### config.mk
export PLATFORM = sky130hd
export DESIGN_NAME = per2axi_res_sched
export DESIGN_NICKNAME = d
export VERILOG_FILES = /design/src/rtl/per2axi_res_sched.sv
export SDC_FILE = /design/constraint.sdc
export NUM_CORES = 1
export LEC_CHECK = 0
export ABC_AREA = 1
export CAP_MARGIN = 20
export CORE_AREA = 3 3 69 135
export DETAILED_ROUTE_END_ITERATION = 8
export DIE_AREA = 0 0 72 138
export HOLD_SLACK_MARGIN = 0.03
export PLACE_DENSITY_LB_ADDON = 0.12
export SLEW_MARGIN = 20
export SYNTH_ARGS = -nofsm -noshare
export SYNTH_HDL_FRONTEND = slang
export SYNTH_SLANG_ARGS = --single-unit
### constraint.sdc
create_clock -name clk_i -period 2.3 [get_ports clk_i]
set_input_delay 0.23 -clock clk_i [delete_from_list [all_inputs] [get_ports clk_i]]
set_output_delay 0.23 -clock clk_i [all_outputs]
set_load 0.05 [all_outputs]
### src/rtl/per2axi_res_sched.sv
`default_nettype none
// ----------------------------------------------------------------------------
// per2axi_res_sched : round-robin R/B response scheduler for the per2axi bridge
// Optional per-entry watchdog: define PER2AXI_RES_SCHED_TIMEOUT_EN.  Rev 1.0
// ----------------------------------------------------------------------------
module per2axi_res_sched #(
  parameter int NB_CORES       = 4,
  parameter int PER_ID_WIDTH   = 5,
  parameter int AXI_ADDR_WIDTH = 32,
  parameter int AXI_DATA_WIDTH = 64,
  parameter int AXI_ID_WIDTH   = 3,
  parameter int TIMEOUT_CYCLES = 1024
) (
  input  logic                      clk_i,
  input  logic                      rst_ni,
  input  logic                      trans_req_i,
  input  logic                      trans_we_i,
  input  logic [AXI_ID_WIDTH-1:0]   trans_id_i,
  input  logic [AXI_ADDR_WIDTH-1:0] trans_add_i,
  output logic                      trans_gnt_o,
  input  logic                      axi_master_r_valid_i,
  input  logic [AXI_DATA_WIDTH-1:0] axi_master_r_data_i,
  input  logic [1:0]                axi_master_r_resp_i,
  input  logic                      axi_master_r_last_i,
  input  logic [AXI_ID_WIDTH-1:0]   axi_master_r_id_i,
  output logic                      axi_master_r_ready_o,
  input  logic                      axi_master_b_valid_i,
  input  logic [1:0]                axi_master_b_resp_i,
  input  logic [AXI_ID_WIDTH-1:0]   axi_master_b_id_i,
  output logic                      axi_master_b_ready_o,
  output logic                      per_slave_r_valid_o,
  output logic                      per_slave_r_opc_o,
  output logic [PER_ID_WIDTH-1:0]   per_slave_r_id_o,
  output logic [31:0]               per_slave_r_rdata_o,
  output logic [NB_CORES-1:0]       axi_xresp_valid_o,
  output logic [NB_CORES-1:0]       axi_xresp_slverr_o,
  output logic                      unexpected_o,
  output logic                      busy_o
);

  localparam int NUM_IDS = 2 ** AXI_ID_WIDTH;

  typedef enum logic [0:0] {
    PRIO_R = 1'b0,
    PRIO_B = 1'b1
  } arb_state_e;

  arb_state_e state_q, state_d;

  logic [NUM_IDS-1:0] pending_q, we_buf_q, lane_buf_q;
  logic [NUM_IDS-1:0] core_mask, alloc_vec, retire_vec;

  logic                    grant_r, grant_b, any_grant;
  logic [AXI_ID_WIDTH-1:0] hs_id;
  logic [1:0]              hs_resp;
  logic                    hs_match, fwd, retire, alloc;
  logic                    to_fire;
  logic [AXI_ID_WIDTH-1:0] to_id;

  logic                    rsp_valid_d, rsp_opc_d;
  logic [PER_ID_WIDTH-1:0] rsp_id_d;
  logic [31:0]             rsp_rdata_d;
  logic [NB_CORES-1:0]     rsp_xerr_d;

  function automatic logic [PER_ID_WIDTH-1:0] per_onehot(input logic [AXI_ID_WIDTH-1:0] id);
    per_onehot = '0;
    for (int i = 0; i < PER_ID_WIDTH; i++) per_onehot[i] = (int'(id) == i);
  endfunction

  function automatic logic [NB_CORES-1:0] core_onehot(input logic [AXI_ID_WIDTH-1:0] id);
    core_onehot = '0;
    for (int i = 0; i < NB_CORES; i++) core_onehot[i] = (int'(id) == i);
  endfunction

  // IDs beyond NB_CORES have no requester and never allocate an entry
  for (genvar g = 0; g < NUM_IDS; g++) begin : g_core_mask
    assign core_mask[g] = (g < NB_CORES);
  end

  assign trans_gnt_o = ~pending_q[trans_id_i];
  assign alloc       = trans_req_i & trans_gnt_o & core_mask[trans_id_i];
  assign alloc_vec   = alloc ? (NUM_IDS'(1) << trans_id_i) : '0;
  assign busy_o      = |pending_q;

  // Arbitration FSM: next-state and grant outputs
  always_comb begin
    state_d = state_q;
    grant_r = axi_master_r_valid_i & (~axi_master_b_valid_i | (state_q == PRIO_R));
    grant_b = axi_master_b_valid_i & ~grant_r;
    if (grant_r) begin
      state_d = PRIO_B;
    end else if (grant_b) begin
      state_d = PRIO_R;
    end
  end

  always_ff @(posedge clk_i or negedge rst_ni) begin
    if (!rst_ni) state_q <= PRIO_R;
    else         state_q <= state_d;
  end

  assign axi_master_r_ready_o = grant_r;
  assign axi_master_b_ready_o = grant_b;

  always_comb begin
    any_grant = grant_r | grant_b;
    hs_id     = grant_r ? axi_master_r_id_i : axi_master_b_id_i;
    hs_resp   = grant_r ? axi_master_r_resp_i : axi_master_b_resp_i;
    // we_buf says which channel the entry expects: 1 = B, 0 = R
    hs_match  = pending_q[hs_id] & (we_buf_q[hs_id] == grant_b);
    fwd       = any_grant & hs_match;
    retire    = fwd & (grant_b | axi_master_r_last_i);
  end

`ifdef PER2AXI_RES_SCHED_TIMEOUT_EN
  localparam int               CNT_W     = $clog2(TIMEOUT_CYCLES + 1);
  localparam logic [CNT_W-1:0] CNT_LIMIT = CNT_W'(TIMEOUT_CYCLES);

  logic [CNT_W-1:0]   cnt_q [NUM_IDS];
  logic [NUM_IDS-1:0] expired;

  always_ff @(posedge clk_i or negedge rst_ni) begin
    if (!rst_ni) begin
      for (int i = 0; i < NUM_IDS; i++) cnt_q[i] <= '0;
    end else begin
      for (int i = 0; i < NUM_IDS; i++) begin
        if (alloc_vec[i]) begin
          cnt_q[i] <= '0;
        end else if (pending_q[i] && (cnt_q[i] != CNT_LIMIT)) begin
          cnt_q[i] <= cnt_q[i] + CNT_W'(1);
        end
      end
    end
  end

  // Lowest expired ID wins; any AXI grant pre-empts the synthesized response
  always_comb begin
    to_id = '0;
    for (int i = 0; i < NUM_IDS; i++) expired[i] = pending_q[i] & (cnt_q[i] == CNT_LIMIT);
    for (int i = NUM_IDS - 1; i >= 0; i--) begin
      if (expired[i]) to_id = AXI_ID_WIDTH'(i);
    end
    to_fire = (|expired) & ~any_grant;
  end
`else
  assign to_fire = 1'b0;
  assign to_id   = '0;
`endif

  assign retire_vec = (retire  ? (NUM_IDS'(1) << hs_id) : '0)
                    | (to_fire ? (NUM_IDS'(1) << to_id) : '0);

  always_ff @(posedge clk_i or negedge rst_ni) begin
    if (!rst_ni) begin
      pending_q  <= '0;
      we_buf_q   <= '0;
      lane_buf_q <= '0;
    end else begin
      pending_q  <= (pending_q | alloc_vec) & ~retire_vec;
      we_buf_q   <= (we_buf_q & ~alloc_vec) | (alloc_vec & {NUM_IDS{trans_we_i}});
      lane_buf_q <= (lane_buf_q & ~alloc_vec) | (alloc_vec & {NUM_IDS{trans_add_i[2]}});
    end
  end

  always_comb begin
    rsp_valid_d = fwd | to_fire;
    rsp_opc_d   = 1'b0;
    rsp_id_d    = '0;
    rsp_rdata_d = '0;
    rsp_xerr_d  = '0;
    if (fwd) begin
      rsp_opc_d = hs_resp[1];
      rsp_id_d  = per_onehot(hs_id);
      if (grant_r) begin
        rsp_rdata_d = lane_buf_q[hs_id] ? axi_master_r_data_i[63:32] : axi_master_r_data_i[31:0];
      end else begin
        rsp_rdata_d = {31'b0, ~axi_master_b_resp_i[1]};
      end
      if (hs_resp == 2'b10) rsp_xerr_d = core_onehot(hs_id);
    end else if (to_fire) begin
      rsp_opc_d  = 1'b1;
      rsp_id_d   = per_onehot(to_id);
      rsp_xerr_d = core_onehot(to_id);
    end
  end

  always_ff @(posedge clk_i or negedge rst_ni) begin
    if (!rst_ni) begin
      per_slave_r_valid_o <= 1'b0;
      per_slave_r_opc_o   <= 1'b0;
      per_slave_r_id_o    <= '0;
      per_slave_r_rdata_o <= '0;
      axi_xresp_valid_o   <= '0;
      axi_xresp_slverr_o  <= '0;
      unexpected_o        <= 1'b0;
    end else begin
      per_slave_r_valid_o <= rsp_valid_d;
      per_slave_r_opc_o   <= rsp_opc_d;
      per_slave_r_id_o    <= rsp_id_d;
      per_slave_r_rdata_o <= rsp_rdata_d;
      axi_xresp_valid_o   <= rsp_xerr_d;
      axi_xresp_slverr_o  <= rsp_xerr_d;
      unexpected_o        <= unexpected_o | (any_grant & ~hs_match);
    end
  end

  logic unused;
  assign unused = ^{trans_add_i, 1'(TIMEOUT_CYCLES)};

endmodule
`default_nettype wire

==> run metrics <==
Synth Flop Type dfrtp_1; final instance area 5195 µm²; WP data required between 2 and 2.5 ns; Vias between 3k and 4k; final antenna-violating net count 0; slowest stage delay, CP about 0.59 ns; arrival time at the worst endpoint between 1.5 and 2 ns; slowest CP cell clkdlybuf4s50_1; Syn Std Cell Area approximately 3300 µm²; unrepaired setup endpoints after global routing false; post-synthesis sequential element count 69; FILL cells 746; setup TNS 0 ns; asr flop ratio synth between 90% and 100%; hold path cells 0; Startpoint Class input pin; starting DRC count in detailed routing ~130; routed len/inst 15.35 µm; top post-synthesis cells by area dfrtp_1, nand2_1, nand3_1; Worst setup EP type output pin; hold_ws between 0.3 and 0.4 ns; PwrDens 782.7 nW/µm²; Post-synth EDFFs 0; Syn Nets 510; dominant cell type by area after synthesis dfrtp_1; register area share after synthesis ~52%; DIE WIDTH ~72 µm; Compound-Gate Fraction of Synth Area under 10%; DRT Pass-1 Iters 6; post-route clock period utilization roughly nine tenths; R2R Path Start state_q; I/O Pins about 170; CTS Buf Count 9; dpl hpwl between 7 and 8 mm; GPL Wtd Cong 0.9026; Antenna diodes 0; Synth cell types 33; Hold WC Path Type reg -> reg; critical path class in -> out; Die Y around 140 µm; syn_area_per_cell 8.349 µm²; share of cells above drive strength 1 12.94%; multi-input logic area between 1000 and 1500 µm²; CTS tree done; CP Cell Sequence clkdlybuf4s50_1, nor2_1, nand2_1, o21ai_0, a2111oi_0, o21bai_1, buf_12; vias per cell 4.881; worst vdd ir between 400 and 500 µV; Final Non-Filler Cells approximately 640; fmax 482.3 MHz; Skew-Pair Late Insertion Delay between 0.3 and 0.4 ns; # DRC 0; slew margin rel. approximately 64%; r2r endpoint per_slave_r_rdata_o[1]; reg2reg path depth 12; number of global-route vias before repair around 3.3k; simple logic cell fraction of the synthesized area between 30 and 40%; Syn Inst Count between 300 and 400; final core utilization 61.78%; Placed Cells between 600 and 700; Port Buffer Count 136; clock period minus worst slack a little over 2 ns; CTS clock-pin slew for the worst setup and hold paths ~0.050 ns; buffer depth of the longest clock path 2; first-pass GRT wire length 15.87 mm; WL final slightly below 10 mm; Synth top area share a little over half; status complete, no violations; largest net degree at the start of global routing 70; Post-DP Area 4882 µm²; CP max FO 7; XOR/XNOR share of the synthesized area 0%; nets ~650; combinational family with the most area after synthesis simple AND/OR/NAND/NOR gates; Area growth, synth to finish 57.93%; htree depth 3; Final setup violation count 0; max_cap viols 0; die area just under 10000 µm²; Reg2Reg Setup Slack about 0.23 ns; leak pwr 2.458 nW; GR Overflow Total 0; initial antenna violation count 0; register area 1727 µm²; Critical Path Start trans_id_i[0]; initial core utilization between 30 and 40%; synth warn 0; Final Hold Fails 0; Max Clock Skew approximately 0.0054 ns; CTS sink count ~70; Site Rows 47; Slew @ Worst Pin ~0.54 ns; mux contribution to synthesized area 0%; max-slew violation count 0; CORE AREA 8409 µm²; GRT Util Overall roughly a fifth; Synth Area in Adders 0%; CTS root buf clkbuf_16
## what timing repair did
item,CTS,global route
hold endpoints to repair,69,0
buffers inserted,0,0
gates resized for setup,0,1
hold buffers,1,0
endpoints found under the setup margin,0,3
## per-stage QoR
stage / setup WS, ns / total power [mW]
2_1_floorplan: 0.07457 / 2.182
3_3_place_gp: -0.07852 / 2.684
3_5_place_dp: -0.1067 / 2.699
4_1_cts: 0.2070 / 4.115
5_1_grt: 0.01148 / 4.281
6_report: 0.2265 / 4.066
## critical path: cells and delay by family
kind            cells  cell delay [ns]
buf+inv             2             0.76
compound gates      3             0.67
simple gates        2             0.19
## layout make-up
cell class	count	area share [%]
clock buffers	11	4.865
clock inverters	4	0.9152
inverters	41	2.962
multi-input cells	258	24.49
flip-flops and latches	69	33.24
well taps	98	2.360
repair buffers	158	31.17
## metal layers
layer | share of wire (%) | track usage (%) | wire length [µm] | up-vias
met3 | 6.0 | 3.779 | 587 | 23
li1 | - | - | - | 1543
met2 | 54 | 36.46 | 5320 | 129
met1 | 37 | 22.65 | 3604 | 1424
met5 | 0 | 0 | 0 | -
met4 | 3.0 | 10.90 | 297 | 0
## cells by family after synthesis
logic type / count (synthesis)
AND/OR/NAND/NOR: 210
flip-flops: 69
buffers and inverters: 67
AO/OA/AOI/OAI: 48
## cells in the mapped netlist (3+ instances only)
cell type   n
a21oi_1    31
buf_1       4
buf_2       6
buf_4       7
clkbuf_1    8
dfrtp_1    69
inv_1      39
nand2_1    86
nand2_2    10
nand2_4     4
nand3_1    57
nand3b_1    5
nor2_1     30
nor3_2      4
o21ai_0    10
or2_2       3
## cells in the final DEF (no fill, tap or decap), drive strengths merged
cell type | netlist | final
clkinv | 0 | 2
o21bai | 1 | 1
nand3b | 5 | 5
a2111oi | 1 | 1
dlymetal6s2s | 0 | 1
nor4 | 2 | 2
a21o | 1 | 1
dlygate4sd3 | 0 | 1
o21ai | 13 | 13
nand4 | 2 | 2
clkdlybuf4s50 | 0 | 131
nor3 | 6 | 6
nand2 | 100 | 100
clkinvlp | 0 | 1
buf | 18 | 25
inv | 41 | 41
a21oi | 32 | 32
and2 | 1 | 1
clkbuf | 8 | 11
nor2 | 32 | 32
dfrtp | 69 | 69
or2 | 4 | 4
bufinv | 0 | 1
nand3 | 58 | 58
## power by group
group / internal, mW / switching [mW]
clock: 0.888 / 0.504
sequential: 1.36 / 0.0765
combinational: 0.502 / 0.734
total: 2.75 / 1.31
## worst max-delay path by stage
stage / depth (start not counted) / endpoint
after global routing: 13 / axi_xresp_valid_o[0]
after CTS: 12 / per_slave_r_rdata_o[1]
after detailed placement: 12 / per_slave_r_rdata_o[1]
after floorplan: 8 / per_slave_r_rdata_o[10]
final: 7 / trans_gnt_o
after global placement: 12 / per_slave_r_rdata_o[1]
No activity file was read; power rests on OpenSTA's default activity.
